[src/rtl/trigger_pkg.sv]
// Shared types and constants for the trigger conditioner: FSM states,
// trig_src encodings and per-source bit positions.
`default_nettype none

package trigger_pkg;

  typedef enum logic [1:0] {
    ST_IDLE    = 2'd0,
    ST_ARMED   = 2'd1,
    ST_FIRE    = 2'd2,
    ST_HOLDOFF = 2'd3
  } state_e;

  localparam logic [1:0] SRC_NONE = 2'd0;
  localparam logic [1:0] SRC_EXT  = 2'd1;
  localparam logic [1:0] SRC_MCU  = 2'd2;
  localparam logic [1:0] SRC_PTP  = 2'd3;

  localparam int NUM_SRC = 3;
  localparam int IDX_EXT = 0;
  localparam int IDX_MCU = 1;
  localparam int IDX_PTP = 2;

  function automatic logic [1:0] popcount3(input logic [NUM_SRC-1:0] v);
    return 2'(v[0]) + 2'(v[1]) + 2'(v[2]);
  endfunction

endpackage

`default_nettype wire

[src/rtl/trigger_debounce.sv]
// Per-source synchroniser, stability filter and qualified-edge detector.
// The edge flags are registered together with the filtered level.
`default_nettype none

module trigger_debounce #(
  parameter int SYNC_STAGES     = 2,
  parameter int DEBOUNCE_CYCLES = 16
) (
  input  logic clk,
  input  logic rst,
  input  logic async_i,
  input  logic en_i,
  input  logic edge_sel_i,
  output logic qual_o
);

  localparam int CW = $clog2(DEBOUNCE_CYCLES + 1);

  logic [SYNC_STAGES-1:0] sync_q;
  logic                   sync_lvl;
  logic                   filt_q, filt_d;
  logic [CW-1:0]          stab_q, stab_d;
  logic                   rise_q, rise_d;
  logic                   fall_q, fall_d;

  assign sync_lvl = sync_q[SYNC_STAGES-1];

  // Counter only runs while the synchronised level disagrees with the filter;
  // agreement (a reversion) clears it.
  always_comb begin
    stab_d = '0;
    filt_d = filt_q;
    rise_d = 1'b0;
    fall_d = 1'b0;
    if (sync_lvl != filt_q) begin
      if (stab_q == CW'(DEBOUNCE_CYCLES - 1)) begin
        filt_d = sync_lvl;
        rise_d = sync_lvl;
        fall_d = ~sync_lvl;
      end else begin
        stab_d = stab_q + CW'(1);
      end
    end
  end

  always_ff @(posedge clk) begin
    if (rst) begin
      sync_q <= '0;
      filt_q <= 1'b0;
      stab_q <= '0;
      rise_q <= 1'b0;
      fall_q <= 1'b0;
    end else begin
      sync_q <= {sync_q[SYNC_STAGES-2:0], async_i};
      filt_q <= filt_d;
      stab_q <= stab_d;
      rise_q <= rise_d;
      fall_q <= fall_d;
    end
  end

  assign qual_o = en_i & (edge_sel_i ? fall_q : rise_q);

endmodule

`default_nettype wire

[src/rtl/trigger_conditioner.sv]
// Three-source trigger conditioner: debounced edge qualification, arm/fire/
// holdoff sequencing, fire timestamping and missed-edge accounting.
`default_nettype none

module trigger_conditioner
  import trigger_pkg::*;
#(
  parameter int SYNC_STAGES     = 2,
  parameter int DEBOUNCE_CYCLES = 16,
  parameter int CNT_W           = 32
) (
  input  logic             clk,
  input  logic             rst,
  input  logic             ext_trigger_in,
  input  logic             mcu_trigger_in,
  input  logic             ptp_trigger_in,
  input  logic [2:0]       cfg_src_en,
  input  logic [2:0]       cfg_edge,
  input  logic             cfg_rearm,
  input  logic [15:0]      cfg_holdoff,
  input  logic             arm,
  input  logic             disarm,
  output logic             trig_out,
  output logic [1:0]       trig_src,
  output logic [CNT_W-1:0] trig_timestamp,
  output logic [CNT_W-1:0] trig_count,
  output logic [15:0]      missed_count,
  output logic             armed,
  output logic             busy
);

  logic [NUM_SRC-1:0] trig_raw;
  logic [NUM_SRC-1:0] qual;

  assign trig_raw[IDX_EXT] = ext_trigger_in;
  assign trig_raw[IDX_MCU] = mcu_trigger_in;
  assign trig_raw[IDX_PTP] = ptp_trigger_in;

  for (genvar i = 0; i < NUM_SRC; i++) begin : g_src
    trigger_debounce #(
      .SYNC_STAGES    (SYNC_STAGES),
      .DEBOUNCE_CYCLES(DEBOUNCE_CYCLES)
    ) u_deb (
      .clk       (clk),
      .rst       (rst),
      .async_i   (trig_raw[i]),
      .en_i      (cfg_src_en[i]),
      .edge_sel_i(cfg_edge[i]),
      .qual_o    (qual[i])
    );
  end

  state_e           state_q, state_d;
  logic [15:0]      ho_q, ho_d;
  logic [CNT_W-1:0] ts_q;
  logic [1:0]       src_q, src_d;
  logic [CNT_W-1:0] tstamp_q;
  logic [CNT_W-1:0] count_q;
  logic [15:0]      missed_q, missed_d;
  logic             fire;
  logic [1:0]       n_qual;
  logic [1:0]       miss_add;
  logic [16:0]      miss_sum;

  assign n_qual = popcount3(qual);

  always_comb begin
    if (qual[IDX_PTP])      src_d = SRC_PTP;
    else if (qual[IDX_EXT]) src_d = SRC_EXT;
    else                    src_d = SRC_MCU;
  end

  always_comb begin
    state_d = state_q;
    ho_d    = ho_q;
    fire    = 1'b0;
    case (state_q)
      ST_IDLE: begin
        if (arm) state_d = ST_ARMED;
      end
      ST_ARMED: begin
        if (|qual) begin
          state_d = ST_FIRE;
          ho_d    = cfg_holdoff;
          fire    = 1'b1;
        end
      end
      ST_FIRE: begin
        if (ho_q == 16'd0) state_d = cfg_rearm ? ST_ARMED : ST_IDLE;
        else               state_d = ST_HOLDOFF;
      end
      ST_HOLDOFF: begin
        if (ho_q <= 16'd1) state_d = cfg_rearm ? ST_ARMED : ST_IDLE;
        else               ho_d    = ho_q - 16'd1;
      end
      default: state_d = ST_IDLE;
    endcase
    if (disarm) begin
      state_d = ST_IDLE;
      fire    = 1'b0;
    end
  end

  // Only the winning edge of an accepted fire is not counted as missed.
  always_comb begin
    miss_add = n_qual;
    if (state_q == ST_ARMED && !disarm && n_qual != 2'd0) miss_add = n_qual - 2'd1;
    miss_sum = {1'b0, missed_q} + 17'(miss_add);
    missed_d = miss_sum[16] ? 16'hFFFF : miss_sum[15:0];
  end

  always_ff @(posedge clk) begin
    if (rst) begin
      state_q  <= ST_IDLE;
      ho_q     <= '0;
      ts_q     <= '0;
      src_q    <= SRC_NONE;
      tstamp_q <= '0;
      count_q  <= '0;
      missed_q <= '0;
    end else begin
      state_q  <= state_d;
      ho_q     <= ho_d;
      ts_q     <= ts_q + CNT_W'(1);
      missed_q <= missed_d;
      if (fire) begin
        src_q    <= src_d;
        tstamp_q <= ts_q;
        count_q  <= count_q + CNT_W'(1);
      end
    end
  end

  assign trig_out       = (state_q == ST_FIRE);
  assign armed          = (state_q == ST_ARMED);
  assign busy           = (state_q == ST_FIRE) || (state_q == ST_HOLDOFF);
  assign trig_src       = src_q;
  assign trig_timestamp = tstamp_q;
  assign trig_count     = count_q;
  assign missed_count   = missed_q;

endmodule

`default_nettype wire

[config.mk]
export PLATFORM = sky130hd
export DESIGN_NAME = trigger_conditioner
export DESIGN_NICKNAME = d
export VERILOG_FILES = /design/src/rtl/trigger_pkg.sv /design/src/rtl/trigger_debounce.sv /design/src/rtl/trigger_conditioner.sv
export SDC_FILE = /design/constraint.sdc
export NUM_CORES = 1
export LEC_CHECK = 0
export BUFFER_PORTS_ARGS = -buffer_cell sky130_fd_sc_hd__clkbuf_2
export CORE_AREA = 10 10 131 133
export CTS_CLUSTER_DIAMETER = 80
export DETAILED_ROUTE_END_ITERATION = 8
export DIE_AREA = 0 0 141 143
export PLACE_DENSITY = 0.71
export RECOVER_POWER = 50
export SLEW_MARGIN = 10
export SYNTH_ARGS = -nofsm -noshare
export SYNTH_HDL_FRONTEND = slang
export SYNTH_SLANG_ARGS = --single-unit
[constraint.sdc]
create_clock -name clk -period 3.9 [get_ports clk]
set_input_delay 0.39 -clock clk [delete_from_list [all_inputs] [get_ports clk]]
set_output_delay 0.39 -clock clk [all_outputs]
set_load 0.1 [all_outputs]
# [Word-level counts from Yosys, hierarchy flattened]
# Index checks and enable logic that the tools add are counted.
[classes] addsub=10 n_lt_le_gt_ge=1 eq_ne=13 muxes=19 bitwise=12 reduce_logical=21
[ops] cell="adder 32 x 1 -> 32 bit (second input constant)" count=2
[ops] cell="2-to-1 mux 16 bit" count=3
[ops] cell="one-hot mux 16 bit (2 select lines)" count=1
[ops] cell="OR reduction 3 bit" count=7
[ops] cell="adder 16 x 2 -> 17 bit" count=1
[ops] cell="less-or-equal comparator 16 x 1 -> 1 bit (second input constant)" count=1
[ops] cell="logical NOT 16 bit" count=1
[ops] cell="subtractor 16 x 1 -> 16 bit (second input constant)" count=1
[ops] cell="adder 5 x 1 -> 5 bit (second input constant)" count=3
[ops] cell="== test 5 x 4 -> 1 bit (second input constant)" count=3
[ops] cell="2-to-1 mux 2 bit" count=7
[ops] cell="NOT 1 bit" count=9
[ops] cell="one-hot mux 2 bit (4 select lines)" count=1
[ops] cell="2-to-1 mux 1 bit" count=7
[ops] cell="inequality test 2 bit (second input constant)" count=3
[ops] cell="AND reduction 2 bit" count=3
[ops] cell="AND reduction 3 bit" count=2
[ops] cell="== test 2 bit (second input constant)" count=2
[ops] cell="nonzero test 2 bit" count=2
[ops] cell="AND 1 bit" count=3
[ops] cell="inequality test 1 bit" count=3
[ops] cell="adder 1 x 1 -> 2 bit" count=1
[ops] cell="adder 2 x 1 -> 2 bit" count=1
[ops] cell="== test 2 x 1 -> 1 bit (second input constant)" count=1
[ops] cell="other kinds (7)" count=8
[word_totals] reg_bits=162 in_bits=30 out_inout_bits=85 elab_cells=98

# [Logic depth before layout (Yosys ltp)]
# Gate-level depths: netlist (run 1).
[depth] ltp_word=9 depth_mapped=15 ltp_nobuf=15

# [Cells and area by module]
# From an unflattened synthesis (run 1), not the netlist that was laid out.
[unflattened] hier_cells=831 area_unflattened_um2=7059.3
[by_module_without_submodules] mod="trigger_conditioner" n_inst=1 cells_per_inst=732 area_each_um2=5955.7 seq_area_each_um2=2642.5
[by_module_without_submodules] mod="trigger_debounce" n_inst=3 cells_per_inst=33 area_each_um2=367.9 seq_area_each_um2=200.2

# [Worst setup path after synthesis (run 1)]
# No wires, ideal clock.
[synth_timing] kind="reg2reg" startpoint="register state_q[0]" endpoint="register missed_q[13] (netlist: missed_count[13])" setup_ns=0.078 t_arrival_ns=4.173 required_time_ns=3.822 slack_ns=-0.351 path_stages_with_launch=12 path_buffers=0 period_less_slack_ns=4.251 cell_sequence="dfxtp_1 > nor2b_1 > nand2b_1 > nor2_1 > xnor2_1 > ha_1 > fa_1 > nand2_1 > nor3_2 > nand2_1 > and3_1 > nor3_1"
[synth_between] elab_chain_len=6
[synth_lines] item="start: declaration" line="trigger_conditioner.sv:53" text="state_e state_q, state_d;"
[synth_lines] item="start signal: assignment" line="trigger_conditioner.sv:122" text="state_q <= state_d;"
[synth_lines] item="== test 2 x 1 -> 1 bit"
[synth_lines] item="via armed" line="trigger_conditioner.sv:28" text="output logic armed,"
[synth_lines] item="logical AND 1 bit (2 in a row)" line="trigger_conditioner.sv:107" text="if (state_q == ST_ARMED && !disarm && n_qual != 2'd0) miss_add = n_qual - 2'd1;"
[synth_lines] item="2-to-1 mux 2 bit" line="trigger_conditioner.sv:107"
[synth_lines] item="adder 16 x 2 -> 17 bit" line="trigger_conditioner.sv:108" text="miss_sum = {1'b0, missed_q} + 17'(miss_add);"
[synth_lines] item="2-to-1 mux 16 bit" line="trigger_conditioner.sv:109" text="missed_d = miss_sum[16] ? 16'hFFFF : miss_sum[15:0];"
[synth_lines] item="end signal: assignment" line="trigger_conditioner.sv:125" text="missed_q <= missed_d;"
[synth_lines] item="end: declaration" line="trigger_conditioner.sv:59" text="logic [15:0] missed_q, missed_d;"
# The timed path passes the listed nets, and every way through them passes these cells.
# A chain may end at the register's enable or synchronous reset.

# [Worst setup path in the final report (run 1)]
[layout_timing] startpoint="register g_src[1].u_deb.fall_q" endpoint="register missed_q[13] (netlist: missed_count[13])"
[layout_between] elab_chain_len=9 word_cells_on_any_way=10 cone_classes="4 x add/sub; 3 x mux; 1 x bitwise; 2 x reduce/logical"
[layout_lines] item="start: declaration" line="trigger_debounce.sv:24" text="logic fall_q, fall_d;"
[layout_lines] item="start signal: assignment" line="trigger_debounce.sv:58" text="fall_q <= fall_d;"
[layout_lines] item="2-to-1 mux 1 bit (*)" line="trigger_debounce.sv:62" text="assign qual_o = en_i & (edge_sel_i ? fall_q : rise_q);"
[layout_lines] item="AND 1 bit (*)" line="trigger_debounce.sv:62"
[layout_lines] item="adder 1 x 1 -> 2 bit (*)" line="trigger_pkg.sv:25" text="return 2'(v[0]) + 2'(v[1]) + 2'(v[2]);"
[layout_lines] item="adder 2 x 1 -> 2 bit (*)" line="trigger_pkg.sv:25"
[layout_lines] item="parallel branches: the longest is 2 deep, another holds subtractor 2 x 1 -> 2 bit"
[layout_lines] item="2-to-1 mux 2 bit (*)" line="trigger_conditioner.sv:107"
[layout_lines] item="adder 16 x 2 -> 17 bit (*)" line="trigger_conditioner.sv:108"
[layout_lines] item="2-to-1 mux 16 bit (*)" line="trigger_conditioner.sv:109"
# Mark *: on every way between the ends.

==> results.yml, run 1 <==
status:
  run_status: "finished, violations left"
  violations: "capacitance limit, slew limit"
setup_path:
  required_ps: 4200
  r2r_cells: 14
  crit_path_cell_trace: "mux2_2 > and2_1 > fa_1 > inv_1 > ha_1 > nor2_1 > nor2_1 > a21oi_1 > ha_1 > a21oi_1 > or4_1 > nor2_1 > and3_1 > nor3_1"
  slowest_stage: "fa_1"
  crit_path_start_kind: "flip-flop"
  criticalPathCategory: "reg2reg"
  cp.depth: 14
  critical_path_arrival_ps: 3720
  critPathMaxFanout: 4
  end_kind: "flip-flop"
  crit_family: "simple AND/OR/NAND/NOR gates"
  cp_num_buf_inv: 1
  cp_common_cell: "nor2_1"
  max_stage_delay_ps: 570
grt:
  grt_pass1_wl_um: 28700
  grt.overflow.total: 0
  grt_max_degree: 61
  grt_usage_pct: 17.1
  grt_pass1_vias: 5806
  antenna_found_initial: 0
final_layout:
  nNetsFinal: 990
  antenna_cells: 0
  area_growth_syn_to_layout_pct: 16.3
  layout-drive-gt1-share_pct: 9.11
logic_synthesis:
  synth_cell_types: 56
  ys_seq_area_share_pct: 45.1
  synth-seq-cells: 162
  synth_area_um2: 7180
  netlist_instances: 842
  synth-edff-count: 0
  async_reset_ff_share_pct: 0
  synth_area_leader_cell: "dfxtp_1"
  yosys.area.top_type_share_pct: 45.1
  avgSynthCellArea_um2: 8.53
  synthesis.nets: 889
  ys_warn_count: 0
  synth_area_leaders: "dfxtp_1 (45%), a21oi_1 (5.9%), nand2_1 (5.6%)"
  ys.flop_type: "dfxtp_1"
sta:
  worst_pin_slew_ps: 2600
  fin_crit_ps: 3430
  slew_headroom_pct: -73.6
  fmaxAchievable_ghz: 0.292
  skew_ps: 7.55
  rsz0062_at_grt: "false"
  hold_viol: 0
  slew_violations: 61
  setup_tns_ps: 0
  fin_hold_ws_ps: 160
  finalSetupViolations: 0
  layout_setup_ws_ps: 473
  final.period_utilization_pct: 87.9
clock_tree:
  hold_buffers: 0
  clock_latency_ps: 440
  cts_setup_buffers: 0
  ctsHtreeMaxLevel: 4
  root_buffer: "clkbuf_16"
  cts_sinks: 162
  cts_tree: "built"
  cts.clk_slew.worst_paths_ps: 70
  cts_max_path_buffers: 2
  tritoncts.num_buffers: 17
  ctsResizeCount: 0
route:
  dr_total_vias: 6270
  drt_iter0_drc: 440
  wl_per_cell_um: 15.3
  ant_nets: 0
  drc: 0
  dr.pass1.iters: 6
  drt-vias-per-instance: 5.50
  finalWirelength_um: 17400
placement:
  place_congestion: 0.851
  dpl.hpwl_um: 11900
  portBuffers: 114
  pre_cts_ws_ps: 240
floorplan:
  num_io_pins: 115
  fp.dieW_um: 141
  floorplan.initialDensity_pct: 49.8
  fp.coreArea_um2: 14400
  rows: 44
  die-area_um2: 20200
  die_height_um: 143
job:
  cap_violations: 1
min_path:
  holdPathStages: 2
  hold_class: "in2reg"
power:
  leakage_uw: 0.00289
  ir_drop_v: 0.000309
  powerDensity_nw_per_um2: 412
[cells by family (layout without fill, tap and decap cells)]
family / after synthesis / after routing / share of synthesized area [%]
adder cells (fa/ha/maj): 17 / 17 / 3.17
flip-flops: 162 / 162 / 45.1
multiplexers: 7 / 7 / 1.10
AO/OA/AOI/OAI: 134 / 134 / 11.1
XOR/XNOR: 70 / 70 / 8.53
AND/OR/NAND/NOR: 392 / 392 / 27.3
buffers and inverters: 60 / 173 / 3.67
[cell type report]
type	instances	area, µm²
clock inverters	14	170
multi-input cells	620	3680
repair buffers	122	528
well taps	184	230
flip-flops and latches	162	3240
clock buffers	17	425
fillers	1360	6070
inverters	20	75.1
[path summary, 6_finish.rpt]
path | start | slack [ps] | endpoint
worst max-delay path | g_src[1].u_deb.fall_q | 470 | missed_count[13]
worst min-delay path | ext_trigger_in | 160 | g_src[0].u_deb.sync_q[0]
worst max register to register | g_src[1].u_deb.fall_q | 470 | missed_count[13]
worst min register to register | g_src[1].u_deb.sync_q[0] | 440 | g_src[1].u_deb.sync_q[1]
[layout by cell type (no fill, tap or decap), drive strengths merged, types with 15 or more instances in the layout]
| cell type | n |
|---|---|
| nand3 | 35 |
| inv | 28 |
| nor4 | 19 |
| dfxtp | 162 |
| ha | 15 |
| xor2 | 31 |
| a21oi | 85 |
| xnor2 | 39 |
| clkbuf | 132 |
| nor3 | 17 |
| nand2 | 108 |
| nor2 | 108 |
| nand4 | 21 |
[state kept, by name (all words and copies together), names as in the netlist, 6 cells and up]
name and cells:
trig_timestamp 32, g_src.u_deb.stab_q 15, ts_q 32, trig_count 32, g_src.u_deb.sync_q 6, missed_count 16
ho_q 16
[routing by layer]
layer	up-vias	global-route usage, %	routed length, µm
li1	3155	-	-
met1	2914	22.1	8010
met2	183	26.1	7960
met3	18	5.77	1250
met4	0	5.82	208
met5	-	0	0
[cell usage after synthesis (all sizes together), types with 4 or more instances]
master / instances
dfxtp: 162
nand2: 108
nor2: 108
a21oi: 85
xnor2: 39
nand3: 35
xor2: 31
clkbuf: 28
nand4: 21
inv: 20
nor4: 19
nor3: 17
ha: 15
nor2b: 14
and3: 13
buf: 12
o21ai: 12
or3: 11
and4: 8
o32ai: 8
nor3b: 7
nor4bb: 6
or4: 6
a211oi: 5
mux2: 4
nand2b: 4
[where the power goes]
part           internal (µW)  switching [µW]  leakage, µW
logic                   22.7            45.6      0.00130
registers               1660            6.80      0.00131
clock network            963             743     0.000287
[metrics by stage]
stage | cells | cell area [µm²] | util [%] | power (µW)
after floorplan | 842 | 7190 | - | 1750
after global placement | 1108 | 7860 | 54.5 | 1770
after detailed placement | 1108 | 7860 | 54.5 | 1770
after CTS | 1139 | 8460 | 58.6 | 3480
after global routing | 1139 | 8350 | 57.9 | 3560
final | 1139 | 8350 | 57.9 | 3440
No activity file was read; power rests on OpenSTA's default activity.
==> inputs of run 2 (changes only) <==
BUFFER_PORTS_ARGS = unset   (was -buffer_cell sky130_fd_sc_hd__clkbuf_2)
DONT_BUFFER_PORTS = 1   (was unset)
PLACE_DENSITY = unset   (was 0.71)
==> run 2 against run 1 <==
  * Critical path type unchanged
  * Core utilization is 1.7 points lower
  * The flow now finishes without violations
  * Critical endpoint unchanged
  * Total power rose by 1.5%
  * First-iteration DRC count is 14% lower
==> results.yml, run 2 (synthesis results as in run 1) <==
grt:
  grt_usage_pct: 17.0
  grt.overflow.total: 0
  grt_max_degree: 153
  grt_pass1_vias: 5788
  antenna_found_initial: 0
  grt_pass1_wl_um: 28700
floorplan:
  die-area_um2: 20200
  num_io_pins: 115
  die_height_um: 143
  rows: 44
  fp.dieW_um: 141
  floorplan.initialDensity_pct: 49.8
  fp.coreArea_um2: 14400
route:
  dr.pass1.iters: 5
  ant_nets: 0
  drt_iter0_drc: 379
  dr_total_vias: 6108
  finalWirelength_um: 17500
  drt-vias-per-instance: 5.70
  wl_per_cell_um: 16.3
  drc: 0
clock_tree:
  ctsHtreeMaxLevel: 4
  cts_sinks: 162
  cts.clk_slew.worst_paths_ps: 60
  ctsResizeCount: 0
  root_buffer: "clkbuf_16"
  cts_tree: "built"
  cts_max_path_buffers: 2
  cts_setup_buffers: 0
  tritoncts.num_buffers: 17
  clock_latency_ps: 410
  hold_buffers: 0
sta:
  worst_pin_slew_ps: 1490
  slew_violations: 0
  hold_viol: 0
  rsz0062_at_grt: "false"
  fin_crit_ps: 3550
  setup_tns_ps: 0
  skew_ps: 8.12
  fmaxAchievable_ghz: 0.282
  slew_headroom_pct: 0.835
  final.period_utilization_pct: 91.0
  finalSetupViolations: 0
placement:
  postPlaceCellArea_um2: 7630
  portBuffers: 0
  place_congestion: 0.817
  dpl.hpwl_um: 12400
power:
  powerDensity_nw_per_um2: 431
  leakage_uw: 0.00274
  ir_drop_v: 0.000334
status:
  run_status: "finished clean"
setup_path:
  end_kind: "flip-flop"
  crit_path_start_kind: "flip-flop"
  crit_family: "simple AND/OR/NAND/NOR gates"
  required_ps: 4230
  cp_num_buf_inv: 1
  critical_path_arrival_ps: 3880
  slowest_stage: "fa_1"
  max_stage_delay_ps: 570
  criticalPathCategory: "reg2reg"
  crit_path_cell_trace: "mux2_2 > and2_1 > fa_1 > inv_1 > ha_1 > nor2_1 > xnor2_1 > ha_1 > fa_1 > nand2_1 > nor3_2 > nand2_1 > and3_1 > nor3_1"
  critPathMaxFanout: 10
final_layout:
  antenna_cells: 0
  layout_commonest_cell: "dfxtp_1"
  layout_common_cells: "dfxtp_1 (162), nand2_1 (108), nor2_1 (105), a21oi_1 (85), clkbuf_1 (46)"
  nNetsFinal: 921
  layout-drive-gt1-share_pct: 6.09
  area_growth_syn_to_layout_pct: 12.9
  postLayoutCellArea_um2: 8110
min_path:
  hold_class: "in2reg"
job:
  cap_violations: 0
==> run 2: power breakdown <==
part           internal [µW]  leakage, µW  switching, µW  total, µW
clock                   1130     0.000316            667       1800
combinational           12.1      0.00112           15.5       27.6
sequential              1660      0.00131           6.73       1670
==> run 2: cell type report <==
cell class	count	area, µm²
repair buffers	53	229
well taps	184	230
multi-input cells	620	3680
fillers	1343	6320
inverters	20	75.1
clock buffers	21	470
clock inverters	11	175
flip-flops and latches	162	3240
==> run 2: metal layers <==
layer / vias to the layer above / wire length, µm / global-route usage (%)
met5: - / 0 / 0
met4: 0 / 166 / 4.95
met3: 14 / 1690 / 7.96
met2: 163 / 7800 / 25.5
met1: 2920 / 7820 / 21.4
li1: 3011 / - / -
==> run 2: metrics by stage <==
| stage | power (µW) | setup slack (ps) | utilization (%) | hold WS, ps | instances |
|---|---|---|---|---|---|
| 2_1_floorplan | 1750 | 340 | - | 414 | 842 |
| 3_3_place_gp | 1730 | 238 | 52.9 | 429 | 1039 |
| 3_5_place_dp | 1730 | 170 | 52.9 | 425 | 1039 |
| 4_1_cts | 3540 | 327 | 57.4 | 25.6 | 1071 |
| 5_1_grt | 3620 | 79.2 | 56.2 | 19.6 | 1071 |
| 6_report | 3490 | 349 | 56.2 | 45.4 | 1071 |
==> run 2: final timing paths <==
kind,end,slack [ps],startpoint,depth (start not counted)
worst min-delay path,state_q[0],50,disarm,1
worst min register to register,g_src[1].u_deb.sync_q[1],440,g_src[1].u_deb.sync_q[0],1
worst max register to register,missed_count[13],350,g_src[1].u_deb.fall_q,14
worst max-delay path,missed_count[13],350,g_src[1].u_deb.fall_q,14
==> inputs of run 3 (changes only) <==
clock period = 4.15 ns   (was 3.9 ns; I/O delays follow)
==> run 3 against run 2 <==
  * Largest cell class unchanged
  * Critical path depth is the same
  * Hold slack better by 28 ps
  * Register-to-register slack about the same
  * Highest routed layer unchanged
  * Fmax is 6.7% lower
==> results.yml, run 3 (synthesis results as in run 1) <==
min_path:
  holdPathStages: 1
  hold_class: "in2reg"
  hold_end: "state_q[0]"
  hold_path_startpoint: "disarm"
sta:
  fin_hold_ws_ps: 73.8
  setup_tns_ps: 0
  fmaxAchievable_ghz: 0.263
  finalSetupViolations: 0
  slew_violations: 0
  layout_setup_ws_ps: 343
  fin_crit_ps: 3810
  final.period_utilization_pct: 91.7
  hold_viol: 0
  worst_pin_slew_ps: 1480
  slew_headroom_pct: 1.57
  rsz0062_at_grt: "false"
  skew_ps: 8.45
clock_tree:
  cts_setup_buffers: 0
  tritoncts.num_buffers: 17
  cts_sinks: 162
  hold_buffers: 0
  ctsHtreeMaxLevel: 4
  ctsResizeCount: 0
  root_buffer: "clkbuf_16"
  cts_max_path_buffers: 2
  clock_latency_ps: 420
  cts_tree: "built"
  cts.clk_slew.worst_paths_ps: 70
route:
  drt_iter0_drc: 374
  drc: 0
  drt-vias-per-instance: 5.68
  dr_total_vias: 6071
  dr.pass1.iters: 5
  wl_per_cell_um: 16.2
  ant_nets: 0
  finalWirelength_um: 17400
grt:
  grt_usage_pct: 17.2
  grtUsageMet2_pct: 26.7
  grt_max_degree: 153
  grt.overflow.total: 0
  top_usage_layer: "met2"
  grt_pass1_vias: 5917
  use_met3_pct: 7.73
  use_met1_pct: 21.4
  grt_pass1_wl_um: 29100
  antenna_found_initial: 0
setup_path:
  critPathMaxFanout: 10
  criticalPathCategory: "reg2reg"
  end_kind: "flip-flop"
  r2r_start: "g_src[1].u_deb.fall_q"
  reg2reg_to: "missed_count[13]"
  r2r_slack_ps: 340
  r2r_cells: 14
  required_ps: 4480
  crit_path_start_kind: "flip-flop"
  startpoint: "g_src[1].u_deb.fall_q"
  critical_path_arrival_ps: 4140
floorplan:
  rows: 44
  floorplan.initialDensity_pct: 49.8
  die_height_um: 143
  fp.dieW_um: 141
  num_io_pins: 115
  die-area_um2: 20200
  fp.coreArea_um2: 14400
final_layout:
  layout-drive-gt1-share_pct: 5.88
  area_growth_syn_to_layout_pct: 11.7
  finish.utilization_pct: 55.6
  layout_common_cells: "dfxtp_1 (162), nand2_1 (108), nor2_1 (105), a21oi_1 (85), clkbuf_1 (46)"
  multi_input_comb_area_um2: 3680
  layout_commonest_cell: "dfxtp_1"
  seq_area_um2: 3240
  fillCellCount: 1387
  nNetsFinal: 919
  antenna_cells: 0
placement:
  portBuffers: 0
  pre_cts_ws_ps: 218
  dpl.hpwl_um: 12400
  place_congestion: 0.818
status:
  run_status: "finished clean"
power:
  leakage_uw: 0.00268
  ir_drop_v: 0.000278
  powerDensity_nw_per_um2: 388
job:
  cap_violations: 0
run 3: how the worst max path moves through the flow:
stage               depth (start not counted)  slack, ps               end
finish                                     14        340  missed_count[13]
global route                               14         70  missed_count[13]
CTS                                        14        390  missed_count[13]
detailed placement                         14        220  missed_count[13]
global placement                           14        270  missed_count[13]
floorplan                                  11        590  missed_count[13]
run 3: per-stage QoR:
stage               power (µW)  std cells  area [µm²]
floorplan                 1640        842        7190
global placement          1630       1037        7620
detailed placement        1630       1037        7620
CTS                       3160       1069        8200
global route              3230       1069        8020
finish                    3120       1069        8020
run 3: layout make-up:
cell class                      count  area share (%)
Clock buffer                       18            5.47
Clock inverter                     14            1.75
Inverter                           20           0.936
Multi-Input combinational cell    620            45.9
Sequential cell                   162            40.4
Tap cell                          184            2.87
Timing Repair Buffer               51            2.62
run 3: critical path, cell delays in order, from the launching register on:
cell     delay (ps)
dfxtp_1         300
mux2_2          280
and2_1          180
fa_1            580
inv_1            80
ha_1            180
nor2_1          200
xnor2_1         160
ha_1            220
fa_1            240
nand2_1         100
nor3_2          450
nand2_1         340
and3_1          280
nor3_1          150
run 3: per-layer routing:
metal | vias to the layer above | part of all wire, %
li1 | 3017 | -
met1 | 2886 | 44
met2 | 160 | 46
met3 | 8 | 9.7
met4 | 0 | 0.50
met5 | - | 0
run 3: power breakdown:
group / internal (µW) / total, µW / switching (µW)
registers: 1560 / 1570 / 6.41
logic: 11.4 / 25.8 / 14.4
clock network: 859 / 1520 / 664
